==> config.mk <==
export PLATFORM = sky130hd
export DESIGN_NAME = prbs7_lock_monitor
export DESIGN_NICKNAME = d
export VERILOG_FILES = /design/src/rtl/prbs7_lock_monitor.sv
export SDC_FILE = /design/constraint.sdc
export NUM_CORES = 1
export LEC_CHECK = 0
export BUFFER_PORTS_ARGS = -buffer_cell sky130_fd_sc_hd__buf_4
export CORE_MARGIN = 5
export CORE_UTILIZATION = 53
export CTS_BUF_LIST = sky130_fd_sc_hd__clkbuf_8
export DETAILED_ROUTE_END_ITERATION = 12
export PLACE_DENSITY = 0.75
export SETUP_SLACK_MARGIN = 0.2
export SKIP_LAST_GASP = 1
export SYNTH_ARGS = -nofsm -noshare
export SYNTH_HDL_FRONTEND = slang
export SYNTH_SLANG_ARGS = --single-unit
export TNS_END_PERCENT = 20
==> constraint.sdc <==
create_clock -name clk -period 4.63 [get_ports clk]
set_input_delay 0.6945 -clock clk [delete_from_list [all_inputs] [get_ports clk]]
set_output_delay 0.6945 -clock clk [all_outputs]
set_load 0.03 [all_outputs]
==> src/rtl/prbs7_lock_monitor.sv <==
// PRBS7 lock monitor: declares lock after a run of good checker words, drops it
// after a run of bad words, and counts (saturating) error words seen while locked.
`timescale 1ns/1ps
module prbs7_lock_monitor #(
    parameter int LOCK_COUNT   = 31,
    parameter int UNLOCK_COUNT = 4,
    parameter int ERRCNT_WIDTH = 16
) (
    input  logic                    clk,
    input  logic                    reset,
    // enable acts as a per-word valid with no back-pressure: error is only
    // meaningful, and state only moves, on cycles where enable is high.
    input  logic                    enable,
    input  logic                    error,
    input  logic                    clear_count,
    output logic                    locked,
    output logic                    lock_lost,
    output logic [ERRCNT_WIDTH-1:0] err_count,
    output logic                    err_count_sat,
    output logic                    dbg_state
);

    typedef enum logic {
        SEARCH = 1'b0,
        LOCKED = 1'b1
    } state_t;

    localparam logic [7:0]              LOCK_LIM   = LOCK_COUNT[7:0];
    localparam logic [7:0]              UNLOCK_LIM = UNLOCK_COUNT[7:0];
    localparam logic [ERRCNT_WIDTH-1:0] CNT_MAX    = '1;
    localparam logic [ERRCNT_WIDTH-1:0] CNT_ONE    = ERRCNT_WIDTH'(1);

    state_t                  state, state_nxt;
    logic [7:0]              good_run, good_nxt;
    logic [7:0]              bad_run, bad_nxt;
    logic                    lost_nxt;
    logic [ERRCNT_WIDTH-1:0] cnt_nxt;
    logic                    sat_nxt;

    assign dbg_state = state;

    always_comb begin
        state_nxt = state;
        good_nxt  = good_run;
        bad_nxt   = bad_run;
        lost_nxt  = 1'b0;
        cnt_nxt   = err_count;
        sat_nxt   = err_count_sat;
        if (enable) begin
            case (state)
                SEARCH: begin
                    if (error) begin
                        good_nxt = 8'd0;
                    end else if (good_run + 8'd1 == LOCK_LIM) begin
                        state_nxt = LOCKED;
                        good_nxt  = 8'd0;
                    end else begin
                        good_nxt = good_run + 8'd1;
                    end
                end
                LOCKED: begin
                    if (error) begin
                        if (err_count != CNT_MAX) begin
                            cnt_nxt = err_count + CNT_ONE;
                        end
                        sat_nxt = err_count_sat | (cnt_nxt == CNT_MAX);
                        if (bad_run + 8'd1 == UNLOCK_LIM) begin
                            state_nxt = SEARCH;
                            bad_nxt   = 8'd0;
                            lost_nxt  = 1'b1;
                        end else begin
                            bad_nxt = bad_run + 8'd1;
                        end
                    end else begin
                        bad_nxt = 8'd0;
                    end
                end
                default: state_nxt = SEARCH;
            endcase
        end
        // A clear in the same cycle as an increment leaves the counter at zero.
        if (clear_count) begin
            cnt_nxt = '0;
            sat_nxt = 1'b0;
        end
    end

    always_ff @(posedge clk) begin
        if (reset) begin
            state         <= SEARCH;
            good_run      <= 8'd0;
            bad_run       <= 8'd0;
            locked        <= 1'b0;
            lock_lost     <= 1'b0;
            err_count     <= '0;
            err_count_sat <= 1'b0;
        end else begin
            state         <= state_nxt;
            good_run      <= good_nxt;
            bad_run       <= bad_nxt;
            locked        <= (state_nxt == LOCKED);
            lock_lost     <= lost_nxt;
            err_count     <= cnt_nxt;
            err_count_sat <= sat_nxt;
        end
    end

endmodule

==> results of run 1 <==
-- final timing paths --
kind                                      end  slack [ns]  depth (start not counted)
worst max-delay path            err_count[11]        2.36                          7
worst min-delay path            err_count_sat        0.45                          2
worst max register to register  err_count[11]        2.36                          7
worst min register to register  err_count_sat        0.45                          2
-- final cells by class --
type	count	area, um2	share of cell area
Clock buffer	7	96.3	0.0419
Clock inverter	1	3.75	0.00163
Multi-Input combinational cell	194	1230	0.535
Sequential cell	35	701	0.305
Inverter	8	30.0	0.0131
Timing Repair Buffer	24	180	0.0783
Tap cell	48	60.1	0.0261
-- Yosys cell counts, types with 6 or more instances --
master	instances	share of area
dfxtp_1	35	0.34
nor2_1	29	0.054
nand2_1	22	0.041
nand3_1	17	0.042
a21oi_1	15	0.037
o21ai_0	14	0.034
inv_1	8	0.015
nand4_1	8	0.025
xor2_1	8	0.034
clkbuf_1	6	0.011
xnor2_1	6	0.026
-- registers in the layout (all words and copies together) (netlist names) --
signal         count
err_count         16
bad_run            8
good_run           8
dbg_state          1
err_count_sat      1
lock_lost          1
-- layout by cell type, fill, tap and decap left out, types with 6 or more instances in the layout --
| master | instances |
|---|---|
| xor2_1 | 8 |
| inv_1 | 9 |
| xnor2_1 | 6 |
| buf_4 | 24 |
| nand3_1 | 17 |
| o21ai_0 | 14 |
| clkbuf_8 | 7 |
| a21oi_1 | 15 |
| nand2_1 | 22 |
| nand4_1 | 8 |
| dfxtp_1 | 35 |
| nor2_1 | 29 |
-- critical path: stages (launching register included) --
cell and delay, ns:
dfxtp_1 0.47, ha_1 0.39, nand4_2 0.20, nor4_4 0.44, nor2_2 0.20, and4_1 0.27
xnor2_1 0.12, nor2_1 0.06
-- per-layer routing --
| metal | global-route usage | vias to the layer above | part of all wire | wire length (um) |
|---|---|---|---|---|
| met3 | 0.0346 | 4 | 0.044 | 192 |
| met4 | 0.0689 | 0 | 0.011 | 46 |
| met5 | 0 | - | 0 | 0 |
| met1 | 0.241 | 848 | 0.49 | 2150 |
| li1 | - | 944 | - | - |
| met2 | 0.272 | 37 | 0.45 | 1970 |
-- metrics by stage --
stage | worst slack [ns] | cells | power, uW
after global placement | 2.41 | 309 | 326
after global routing | 2.13 | 317 | 582
after CTS | 2.36 | 317 | 568
after detailed placement | 2.36 | 309 | 326
final | 2.36 | 317 | 563
after floorplan | 2.45 | 249 | 319
-- power groups by stage --
stage / registers [uW] / clock network, uW / logic, uW
4_1_cts: 302 / 249 / 17.2
2_1_floorplan: 309 / 0 / 10.4
3_5_place_dp: 309 / 0 / 17.1
5_1_grt: 302 / 260 / 19.5
6_report: 302 / 244 / 17.1
3_3_place_gp: 309 / 0 / 17.1
-- cells by family after synthesis --
kind of cell               count (synthesis)  synth area share
AOI/OAI and AO/OA                         56             0.180
xor gates and xnor gates                  14            0.0603
adders and majority gates                  5            0.0308
buffers and inverters                     20            0.0499
DFF                                       35             0.345
muxes                                      2            0.0105
and+or+nand+nor                          117             0.324
==> metrics.txt, run 1 <==
leak pwr 0.000865 uW; CP Launch Type flop; design area 0.00230 mm2; Post-synth EDFFs 0; Ant. Diodes 0; CP arrival 2.44 ns; placeable core area 0.00369 mm2; layout cell share with drive strength beyond 1 0.167; RSZ-0062 raised after global routing no; hpwl dp 3120 um; Post-CTS Setup Inserts 0; #FFs+latches synth 35; overall routing resource usage 0.176; VDD IR max 0.000113 V; syn nets 259; final slew viol count 0; die width 71.9 um; Clock Latency Late Sink 0.29 ns; Avg WL per Cell 13.8 um; vias in the first global route 1592; Post-Syn Instances 249; Num CTS Buffers 5; Fin. Hold Viols 0; die area 0.00517 mm2; clk root buf clkbuf_8; area delta synth->final 13.2%; FP Rows 22; final WL 4370 um; clock-pin slew on the worst setup and hold paths 0.07 ns; Seq/Total Area, Yosys 0.345; placed cell areas 0.00220 mm2; vias per cell 5.78; Layout Nets 278; cts repair resizes 0; Combinational Power Share 0.030; HP Start err_count_sat; worst r2r src err_count[0]; Synth cell types 53; Setup TNS 0 ns; Hold Path Class reg -> reg; final setup skew 0.00558 ns; Flop pwr share 0.537; final setup vio count 0; GPL Wtd Cong 0.847; Clk network pwr share 0.433; CP Max Fanout 12; Starting Density 0.551; post-layout util 0.624; pwr dens 245 mW/mm2; Final Cycle Share 0.491; largest net degree at the start of global routing 16; vias 1833; antenna violations before repair 0; status complete, no violations; max_cap viols 0; Max H-tree Level 2; Post-synth top flop dfxtp_1; first-pass GRT wire length 7350 um; I/O pin total 25; buffers added on ports 24; Worst EP required 4.80 ns; Int Pwr 441 uW; total gr overflow 0; Hold Slack 0.452 ns; drt pass-1 iters 4; Post-CTS Hold Buffers 0; DRC 0; Worst-Margin Slew 0.525 ns; TritonCTS clock tree yes; CP startpoint err_count[0]; CTS Buffer Depth 2; post-synthesis async set-or-reset flop share 0; critical path type reg -> reg; Max Freq 440 MHz; Yosys Warn Count 0; synthesized area 0.00203 mm2; switch share 0.218; Initial DRC Count 113; P_sw 123 uW; Fillers 339; Die Ht 71.9 um; Slew HR 0.650; syn avg cell area 8.16 um2; Setup crit end kind flop; Final ANT Viol Nets 0; min cycle time layout 2.27 ns; Clock Sinks 35
Note: power is estimated with default switching activity, not from simulation.
==> inputs of run 2 (changes only) <==
--- a/config.mk
+++ b/config.mk
@@ -10,7 +10,7 @@
 export CORE_UTILIZATION = 53
 export CTS_BUF_LIST = sky130_fd_sc_hd__clkbuf_8
 export DETAILED_ROUTE_END_ITERATION = 12
-export PLACE_DENSITY = 0.75
+export PLACE_DENSITY = 0.78
 export SETUP_SLACK_MARGIN = 0.2
 export SKIP_LAST_GASP = 1
 export SYNTH_ARGS = -nofsm -noshare
==> constraint.sdc (replaced) <==
create_clock -name clk -period 1.8 [get_ports clk]
set_input_delay 0.27 -clock clk [delete_from_list [all_inputs] [get_ports clk]]
set_output_delay 0.27 -clock clk [all_outputs]
set_load 0.03 [all_outputs]
==> metrics.txt, run 2 (synthesized netlist as in run 1, its figures left out) <==
CP arrival 1.89 ns (-0.55 ns); vias per cell 5.84 (+0.94%); hold depth 2 (unchanged); vias 2037 (+11%); CP Max Fanout 8 (-4); most frequent cells in the layout buf_4 (55), nor2_1 (29), nand2_1 (21), dfxtp_1 (15); vias in the first global route 1870 (+17%); critical path type reg -> reg; drt pass-1 iters 4 (unchanged); VDD IR max 0.000494 V (+340%); die area 0.00517 mm2 (unchanged); Final Cycle Share 0.926 (+0.435); Worst EP required 2.02 ns (-2.78 ns); HP Start error; Starting Density 0.551 (unchanged); RSZ-0062 raised after global routing yes; CP Launch Type flop; first-pass GRT wire length 8560 um (+17%); TritonCTS clock tree yes; area delta synth->final 33.2%; placed cell areas 0.00244 mm2 (+11%); status complete, no violations; Setup TNS 0 ns (unchanged); Clock Sinks 35 (unchanged); Regs by FF count err_count x16, bad_run x8, good_run x8; Tot Pwr 1370 uW (+140%); Max H-tree Level 2 (unchanged); Num CTS Buffers 5 (unchanged); hpwl dp 3490 um (+12%); final setup skew 0.0100 ns (+0.00447 ns); final setup vio count 0 (unchanged); FP Rows 22 (unchanged); most common cell after layout, fill and taps aside buf_4; Layout Nets 310 (+12%); Worst Hold End dbg_state; Max Freq 600 MHz (+36%); Reg2Reg Depth 7 (unchanged); layout cell share with drive strength beyond 1 0.379 (+0.211); Fillers 286 (-16%); die width 71.9 um (unchanged); pwr dens 507 mW/mm2 (+110%); max reg flops 16 (unchanged); design area 0.00271 mm2 (+18%); max_cap viols 0 (unchanged); GPL Wtd Cong 0.803 (-5.2%); overall routing resource usage 0.205 (+0.0292); DRC 0 (unchanged); worst r2r src err_count[0]; Final Worst Setup Slack 0.134 ns (-2.22 ns); I/O pin total 25 (unchanged); final slew viol count 0 (unchanged); placeable core area 0.00369 mm2 (unchanged); R2R setup slack 0.13 ns (-2.22 ns); total gr overflow 0 (unchanged); clk root buf clkbuf_8; Slew HR 0.684 (+0.0343); Final ANT Viol Nets 0 (unchanged); Die Ht 71.9 um (unchanged); Most flops, register err_count; final WL 5130 um (+17%); min cycle time layout 1.67 ns (-0.606 ns); Post-CTS Hold Buffers 0 (unchanged); Ant. Diodes 0 (unchanged); Hold Path Class in -> reg; Placement Setup Slack 0.0434 ns (-2.32 ns); CTS Buffer Depth 2 (unchanged); R2R Path End err_count_sat; buffers added on ports 24 (unchanged); Hold Slack 0.216 ns (-0.236 ns); Initial DRC Count 152 (+35%); Avg WL per Cell 14.7 um (+6.7%); Clock Latency Late Sink 0.29 ns (about the same); clock-pin slew on the worst setup and hold paths 0.07 ns (about the same); leak pwr 0.00106 uW (+23%); Fin. Hold Viols 0 (unchanged); antenna violations before repair 0 (unchanged); largest net degree at the start of global routing 16 (unchanged); Worst-Margin Slew 0.474 ns (-0.0509 ns); Setup crit end kind flop
[run 2: changes by cell type in the layout (fill, tap and decap cells not counted), moves of 3 or more]
| cell | previous run | this run |
|---|---|---|
| dfxtp_1 | 35 | 15 |
| buf_4 | 24 | 55 |
| nand3_1 | 17 | 14 |
| nand3_2 | 0 | 3 |
| dfxtp_4 | 0 | 7 |
| dfxtp_2 | 0 | 13 |
[run 2: how the worst max path moves through the flow]
stage / start / endpoint / cells after the start
after floorplan: err_count[0] / err_count[13] / 7
after global placement: reset / err_count_sat / 7
after detailed placement: good_run[1] / dbg_state / 6
after CTS: err_count[0] / err_count[2] / 8
after global routing: bad_run[0] / bad_run[2] / 6
final: err_count[0] / err_count_sat / 7
[run 2: metrics by stage]
stage,util,cells
2_1_floorplan,-,249
3_3_place_gp,0.661,334
3_5_place_dp,0.661,334
4_1_cts,0.722,348
5_1_grt,0.734,349
6_report,0.734,349
[run 2: layout make-up]
class / count / area [um2] / area share
clock buffers: 5 / 68.8 / 0.0254
clock inverters: 3 / 16.3 / 0.00601
inverters: 8 / 30.0 / 0.0111
multi-input cells: 194 / 1360 / 0.504
flip-flops and latches: 35 / 743 / 0.275
well taps: 48 / 60.1 / 0.0222
repair buffers: 56 / 424 / 0.157
[run 2: metal layers]
layer | global-route usage | part of all wire | vias up
met3 | 0.0540 | 0.044 | 6
met4 | 0.0585 | 0.014 | 0
li1 | - | - | 1009
met5 | 0 | 0 | -
met2 | 0.340 | 0.48 | 52
met1 | 0.263 | 0.46 | 970
[run 2: worst max-delay path, stage by stage (launching register included)]
cell,delay (ns)
dfxtp_4,0.37
ha_4,0.15
buf_4,0.15
a21oi_1,0.08
or4_1,0.42
nor4_2,0.19
nand4_1,0.13
o21ai_1,0.13
[run 2: power breakdown]
part / internal, uW / switching [uW]
sequential: 766 / 2.86
combinational: 19.3 / 31.9
clock: 265 / 288
total: 1050 / 323
[run 2: timing repair]
action                                  in CTS  in global routing
pin swaps                                   12                  8
cloned                                       0                  0
setup buffers                                6                  1
endpoints found under the setup margin      19                 25
gates resized for setup                     26                 10
